<file path="config.mk">
export PLATFORM = sky130hd
export DESIGN_NAME = ee201_numlock_supervisor
export DESIGN_NICKNAME = d
export VERILOG_FILES = /design/src/rtl/ee201_numlock_supervisor.sv
export SDC_FILE = /design/constraint.sdc
export NUM_CORES = 1
export LEC_CHECK = 0
export BUFFER_PORTS_ARGS = -buffer_cell sky130_fd_sc_hd__buf_2
export CAP_MARGIN = 15
export CELL_PAD_IN_SITES_DETAIL_PLACEMENT = 0
export CELL_PAD_IN_SITES_GLOBAL_PLACEMENT = 1
export CORE_ASPECT_RATIO = 1.75
export CORE_MARGIN = 1.5
export CORE_UTILIZATION = 48
export CTS_CLUSTER_SIZE = 28
export DETAILED_ROUTE_END_ITERATION = 10
export PLACE_DENSITY_LB_ADDON = 0.25
export SLEW_MARGIN = 20
export SYNTH_ARGS = -nofsm -noshare
export SYNTH_HDL_FRONTEND = slang
export SYNTH_SLANG_ARGS = --single-unit
export TNS_END_PERCENT = 20
</file>
<file path="constraint.sdc">
create_clock -name Clk -period 5.7 [get_ports Clk]
set_clock_uncertainty 0.05 [all_clocks]
set_input_delay 1.14 -clock Clk [delete_from_list [all_inputs] [get_ports Clk]]
set_output_delay 1.14 -clock Clk [all_outputs]
set_load 0.02 [all_outputs]
</file>
<file path="src/rtl/ee201_numlock_supervisor.sv">
// Supervisor between the push buttons and the number lock: counts bad attempts and enforces a timed lockout.
// Build option: define NUMLOCK_ALARM_EN to enable the repeated-lockout Alarm output (otherwise Alarm is 0).
module ee201_numlock_supervisor #(
    parameter int unsigned MAX_FAILS      = 3,
    parameter int unsigned LOCKOUT_CYCLES = 16
) (
    input  logic       Clk,
    input  logic       reset,
    input  logic       U_in,
    input  logic       Z_in,
    input  logic       q_Bad,
    input  logic       q_Opening,
    output logic       U_out,
    output logic       Z_out,
    output logic       lock_reset,
    output logic       Locked_out,
    output logic [3:0] Fail_count,
    output logic       Alarm
);

    typedef enum logic [3:0] {
        QARM     = 4'b0001,
        QBADWAIT = 4'b0010,
        QLOCK    = 4'b0100,
        QCLEAR   = 4'b1000
    } state_t;

    localparam logic [3:0]  MAX_FAILS_L = 4'(MAX_FAILS);
    localparam logic [15:0] LOCK_LAST   = 16'(LOCKOUT_CYCLES - 1);

    state_t      state_q, state_d;
    logic [3:0]  fail_q, fail_d;
    logic [15:0] timer_q, timer_d;
    logic        bad_dly_q;
    logic        bad_rise;
    logic [3:0]  fail_inc;
    logic        lock_reset_q, locked_out_q;
    logic        pass;

    assign bad_rise = q_Bad & ~bad_dly_q;
    assign fail_inc = (fail_q == 4'hF) ? fail_q : fail_q + 4'd1;

    always_comb begin
        state_d = state_q;
        fail_d  = fail_q;
        timer_d = '0;
        case (state_q)
            QARM: begin
                if (q_Opening) begin
                    fail_d = '0;
                end else if (bad_rise) begin
                    fail_d  = fail_inc;
                    state_d = (fail_inc == MAX_FAILS_L) ? QLOCK : QBADWAIT;
                end
            end
            QBADWAIT: begin
                if (!q_Bad) state_d = QARM;
            end
            QLOCK: begin
                if (timer_q == LOCK_LAST) begin
                    state_d = QCLEAR;
                end else begin
                    timer_d = timer_q + 16'd1;
                end
            end
            QCLEAR: begin
                // Wait for all buttons released so a held key cannot enter a digit.
                if (!U_in && !Z_in) begin
                    state_d = QARM;
                    fail_d  = '0;
                end
            end
            default: begin
                state_d = QARM;
                fail_d  = '0;
            end
        endcase
    end

    always_ff @(posedge Clk or posedge reset) begin
        if (reset) begin
            state_q      <= QARM;
            fail_q       <= '0;
            timer_q      <= '0;
            bad_dly_q    <= 1'b0;
            lock_reset_q <= 1'b0;
            locked_out_q <= 1'b0;
        end else begin
            state_q      <= state_d;
            fail_q       <= fail_d;
            timer_q      <= timer_d;
            bad_dly_q    <= q_Bad;
            lock_reset_q <= (state_d == QLOCK);
            locked_out_q <= (state_d == QLOCK) || (state_d == QCLEAR);
        end
    end

    assign pass       = (state_q == QARM) || (state_q == QBADWAIT);
    assign U_out      = pass & U_in;
    assign Z_out      = pass & Z_in;
    assign lock_reset = lock_reset_q;
    assign Locked_out = locked_out_q;
    assign Fail_count = fail_q;

`ifdef NUMLOCK_ALARM_EN
    logic [1:0] lkcnt_q, lkcnt_d;
    logic       alarm_q, alarm_d;

    always_comb begin
        lkcnt_d = lkcnt_q;
        alarm_d = alarm_q;
        if ((state_q == QARM) && q_Opening) begin
            lkcnt_d = '0;
            alarm_d = 1'b0;
        end else if ((state_q != QLOCK) && (state_d == QLOCK)) begin
            lkcnt_d = (lkcnt_q == 2'd3) ? lkcnt_q : lkcnt_q + 2'd1;
        end
        if (lkcnt_d >= 2'd2) alarm_d = 1'b1;
    end

    always_ff @(posedge Clk or posedge reset) begin
        if (reset) begin
            lkcnt_q <= '0;
            alarm_q <= 1'b0;
        end else begin
            lkcnt_q <= lkcnt_d;
            alarm_q <= alarm_d;
        end
    end

    assign Alarm = alarm_q;
`else
    assign Alarm = 1'b0;
`endif

endmodule

</file>
==> qor.txt, run 1 <==
Status -> complete, no violations
CP Depth -> 4
Most common cell after layout, fill and taps aside -> dfrtp_1
Total gr overflow -> 0
Setup violators final -> 0
Critical Path AT -> 1.76 ns
Row cnt -> 26
Syn_nets -> 164
Synth top area cells -> dfrtp_1 (43%), nor2_1 (5.0%), xnor2_1 (4.7%)
Kind of start point of the critical path -> register
First-pass GRT wire length -> 5112 µm
Ports -> 15
Sequential-to-total area share from yosys stat -> 45.16%
GPL Wtd Cong -> 0.8701
Syn Area/Cell -> 9.609 µm²
Yosys warnings -> 0
Max_slew headroom -> 59.84%
Buf/Inv on CP -> 1
Clk Latency, worst-skew pair -> 0.27 ns
Post-Route Setup TNS -> 0 ns
Crit path capture -> Z_out
Tightest Pin Transition -> 0.5940 ns
Slowest cell on the critical path -> nor4b_1
CTS tree -> built
Type of the most critical hold path -> reg2reg
Core ar. -> 2960 µm²
Largest net degree at the start of global routing -> 28
Drt first pass iters -> 4
DR vias/cell -> 5.510
Area leader, netlist -> dfrtp_1
Mapped cell area -> 1499 µm²
R2R Setup Slk -> 3.47 ns
CTS buffer count -> 3
# hold bufs at CTS -> 0
Mapped Cells -> 156
Worst path cell trace -> nor4b_1, nor2_1, nor2b_1, buf_2
Routed len/inst -> 14.08 µm
Global-route usage over all layers -> 19.58%
Pwr dens -> 255.1 nW/µm²
FMAX -> 339.4 MHz
Antenna cells -> 0
Root Buffer -> clkbuf_8
Worst VDD drop -> 192.6 µV
Top cell type's share of synthesized area -> 43.41%
Final wirelength -> 2929 µm
Period minus WS final -> 2.946 ns
Detailed Place HPWL -> 2194 µm
Initial antenna violation count -> 0
1st-iter DRT viols -> 24
Post-CTS Resized -> 0
Reg2reg end -> state_q[2]
Synth-to-Final Area Change -> 7.262%
CP top delay family -> simple AND/OR/NAND/NOR gates
Initial Util -> 50.63%
Vias in the first global route -> 1117
Worst Setup Slack, final -> 2.754 ns
Final hold violation count -> 0
Drt drc -> 0
Die width -> 45.24 µm
P_leak -> 0.6757 nW
Clock transition at the registers of the reported paths -> 0.09 ns
Crit-path max FO -> 10
Fin crit share -> 51.69%
Share of cells above drive strength 1 -> 13.86%
Die area -> 3480 µm²
Postcts setup bufs -> 0
Max Slew Vio Count -> 0
Final nets -> 175
ANT nets after route -> 0
Pre-CTS setup slack -> 2.979 ns
H-tree levels -> 1
Total Power -> 0.4101 mW
Critical path class -> reg2out
Crit path largest cell delay -> 0.58 ns
R2r worst-path depth -> 5
Vert. Die Dim -> 76.93 µm
Max-Cap Viols -> 0
Synth Register Bits -> 27
Unrepaired setup endpoints after global routing -> false
Most frequent cells in the layout -> dfrtp_1 (26), nor2_1 (20), buf_2 (13)
Worst Setup SP -> state_q[3]
Worst R2R Start -> timer_q[0]
Distinct cells, synth -> 42
Maximum buffer depth of the clock tree -> 2
Worst EP required -> 4.51 ns
CP Capture Type -> output pin
Buffers on Ports -> 13
DR vias -> 1146
Clk sinks -> 27
-- registers in the layout, summed over array words and instances (netlist names) --
signal      count
timer_q        16
Fail_count      4
state_q         4
Locked_out      1
bad_dly_q       1
lock_reset      1
-- worst min-delay path by stage --
stage | startpoint | to | slack (ns) | cells past startpoint
global placement | timer_q[0] | timer_q[0] | 0.41 | 1
finish | timer_q[0] | timer_q[0] | 0.44 | 1
floorplan | timer_q[0] | timer_q[0] | 0.39 | 1
detailed placement | timer_q[0] | timer_q[0] | 0.43 | 1
CTS | timer_q[0] | timer_q[0] | 0.44 | 1
global route | timer_q[0] | timer_q[0] | 0.46 | 1
-- cell families (layout without fill, tap and decap cells) --
family	after synthesis	in the layout	share of synthesized area, %
simple gates	74	74	27.88
flops	27	27	45.16
compound gates	25	25	11.35
xor+xnor	14	14	8.180
buf+inv	12	22	4.841
fa+ha+maj	2	2	1.669
other cells	1	1	0.2502
mux	1	1	0.6678
-- routing by layer --
| layer | global-route usage (%) | vias up | wire (µm) |
|---|---|---|---|
| met1 | 23.66 | 556 | 1167 |
| met2 | 33.57 | 15 | 1649 |
| met3 | 2.588 | 6 | 58 |
| li1 | - | 569 | - |
| met4 | 7.353 | 0 | 55 |
| met5 | 0 | - | 0 |
-- synthesized netlist by cell type (all sizes together) --
cell and n:
o21a 1, or4 4, a32o 1, a211o 1, inv 5, or3 1
nor4 3, and3 2, nand2 9, clkbuf 4, nor2b 6, nand4 6
o22ai 1, a31o 1, nand2b 6, or2 1, nor3b 1, ha 2
a21oi 4, o21ai 8, nand3 7, xnor2 8, nor4b 3, mux2i 1
o2bb2a 2, and4 1, xor2 6, nor2 20, o21ba 1, dfrtp 26
conb 1, nor3 4, o31ai 2, a2bb2oi 2, buf 3, dfstp 1
a31oi 1
-- metrics by stage --
stage	instance area [µm²]	instances	utilization (%)	hold WS, ns
finish	1608	208	54.31	0.4365
global route	1608	208	54.31	0.4634
CTS	1608	208	54.31	0.4443
detailed placement	1563	204	52.79	0.4310
global placement	1563	204	52.79	0.4126
floorplan	1499	156	-	0.3924
-- where the power goes --
group / internal, mW / switching (mW)
logic: 0.0340 / 0.0539
registers: 0.203 / 0.0111
clock network: 0.0501 / 0.0581
-- area by class of cell --
cell class | count | area [µm²]
sequential | 27 | 676.9
inverter | 5 | 18.77
clock buffer | 4 | 45.04
timing repair buffer | 13 | 65.06
fill | 276 | 1353
tap | 42 | 52.55
multi-input combinational | 117 | 749.5
Note: power is estimated with default switching activity, not from simulation.
==> inputs of run 2 (changes only) <==
--- a/config.mk
+++ b/config.mk
@@ -11,7 +11,7 @@
 export CELL_PAD_IN_SITES_GLOBAL_PLACEMENT = 1
 export CORE_ASPECT_RATIO = 1.75
 export CORE_MARGIN = 1.5
-export CORE_UTILIZATION = 48
+export CORE_UTILIZATION = 45
 export CTS_CLUSTER_SIZE = 28
 export DETAILED_ROUTE_END_ITERATION = 10
 export PLACE_DENSITY_LB_ADDON = 0.25
==> constraint.sdc (replaced) <==
create_clock -name Clk -period 2.8 [get_ports Clk]
set_clock_uncertainty 0.05 [all_clocks]
set_input_delay 0.56 -clock Clk [delete_from_list [all_inputs] [get_ports Clk]]
set_output_delay 0.56 -clock Clk [all_outputs]
set_load 0.02 [all_outputs]
==> qor.txt, run 2 (same netlist as run 1, synthesis figures left out) <==
Status -> complete, no violations
Post-Route Setup TNS -> 0 ns
CP top delay family -> simple AND/OR/NAND/NOR gates
Maximum buffer depth of the clock tree -> 2
ANT nets after route -> 0
Die width -> 46.63 µm
First-pass GRT wire length -> 5513 µm
Area after DPL -> 1579 µm²
Crit path capture -> Z_out
Worst R2R Start -> timer_q[7]
Total Power -> 0.8403 mW
Worst VDD drop -> 376.3 µV
R2r worst-path depth -> 4
Setup violators final -> 0
Row cnt -> 27
Final hold violation count -> 0
Share of cells above drive strength 1 -> 14.29%
Most frequent cells in the layout -> dfrtp_1 (26), nor2_1 (20), buf_2 (13)
Initial Util -> 47.20%
R2R Setup Slk -> 0.61 ns
FMAX -> 433.8 MHz
Max-Cap Viols -> 0
Core ar. -> 3176 µm²
Max_slew headroom -> 56.45%
Drt first pass iters -> 4
Worst Setup Slack, final -> 0.4949 ns
DR vias -> 1180
Detailed Place HPWL -> 2370 µm
Period minus WS final -> 2.305 ns
Fin crit share -> 82.32%
Layout Cells excl Fill -> 211
Reg2reg end -> lock_reset
P_leak -> 0.6857 nW
Final instance area -> 1624 µm²
Buf/Inv on CP -> 1
Most common cell after layout, fill and taps aside -> dfrtp_1
Final nets -> 177
CP Depth -> 4
Clk sinks -> 27
Routed len/inst -> 15.08 µm
Vert. Die Dim -> 79.35 µm
Unrepaired setup endpoints after global routing -> false
Type of the most critical hold path -> in2async
Die area -> 3700 µm²
DR vias/cell -> 5.592
Global-route usage over all layers -> 20.55%
Root Buffer -> clkbuf_8
Pwr dens -> 517.4 nW/µm²
Drt drc -> 0
1st-iter DRT viols -> 19
CTS tree -> built
Met3 usage -> 2.955%
Crit-path max FO -> 10
Critical path class -> reg2out
Worst path cell trace -> nor4b_1, nor2_1, nor2b_1, buf_2
Final wirelength -> 3182 µm
Crit path largest cell delay -> 0.50 ns
Total gr overflow -> 0
Worst EP required -> 2.19 ns
GRT met1 Usage -> 22.86%
Met2 Resource Use GR -> 35.97%
H-tree levels -> 1
Worst Setup SP -> state_q[3]
Ports -> 15
Largest net degree at the start of global routing -> 28
Most Crowded Layer GR -> met2
Max Slew Vio Count -> 0
Dpl cells -> 207
Kind of start point of the critical path -> register
Postcts setup bufs -> 0
# hold bufs at CTS -> 0
Buffers on Ports -> 13
Post-CTS Resized -> 0
CTS buffer count -> 3
Clock transition at the registers of the reported paths -> 0.09 ns
Slowest cell on the critical path -> dfrtp_1
Clk Latency, worst-skew pair -> 0.28 ns
Pre-CTS setup slack -> 0.6192 ns
Register with the most flip-flops -> timer_q
Initial antenna violation count -> 0
Synth-to-Final Area Change -> 8.347%
CP Capture Type -> output pin
GPL Wtd Cong -> 0.7525
Critical Path AT -> 1.70 ns
Tightest Pin Transition -> 0.6533 ns
Vias in the first global route -> 1255
Antenna cells -> 0
Largest register FFs -> 16
[run 2: cell count changes in the layout (fill, tap and decap cells not counted)]
| cell | delta |
|---|---|
| inv_2 | -1 |
| buf_4 | +2 |
| inv_1 | +1 |
[run 2: worst min-delay path by stage]
stage / from / endpoint / slack, ns / cells after the start
finish: reset / Fail_count[1] / 0.27 / 3
global route: reset / lock_reset / 0.34 / 3
detailed placement: timer_q[0] / timer_q[0] / 0.43 / 1
global placement: timer_q[0] / timer_q[0] / 0.41 / 1
CTS: reset / Fail_count[2] / 0.29 / 3
floorplan: timer_q[0] / timer_q[0] / 0.39 / 1
[run 2: final cells by class]
| cell class | instances | area, µm² |
|---|---|---|
| clock buffer | 4 | 45.04 |
| fill | 319 | 1551 |
| inverter | 5 | 18.77 |
| multi-input combinational | 117 | 749.5 |
| sequential | 27 | 676.9 |
| tap | 43 | 53.80 |
| timing repair buffer | 15 | 80.08 |
[run 2: through the flow]
step | hold WS, ns | utilization (%)
2_1_floorplan | 0.3924 | -
5_1_grt | 0.3359 | 51.14
3_3_place_gp | 0.4139 | 49.72
4_1_cts | 0.2895 | 51.14
3_5_place_dp | 0.4315 | 49.72
6_report | 0.2750 | 51.14
[run 2: worst min-delay path: stages]
cell and delay, ns:
buf_2 0.09, inv_1 0.04, buf_4 0.32
[run 2: layer usage]
| layer | up-vias | share of wire (%) |
|---|---|---|
| li1 | 572 | - |
| met1 | 576 | 39 |
| met2 | 24 | 56 |
| met3 | 8 | 2.7 |
| met4 | 0 | 2.5 |
| met5 | - | 0 |
[run 2: where the power goes]
part           internal (mW)  switching (mW)
Clock                  0.102           0.120
Combinational         0.0701           0.112
Sequential             0.413          0.0233
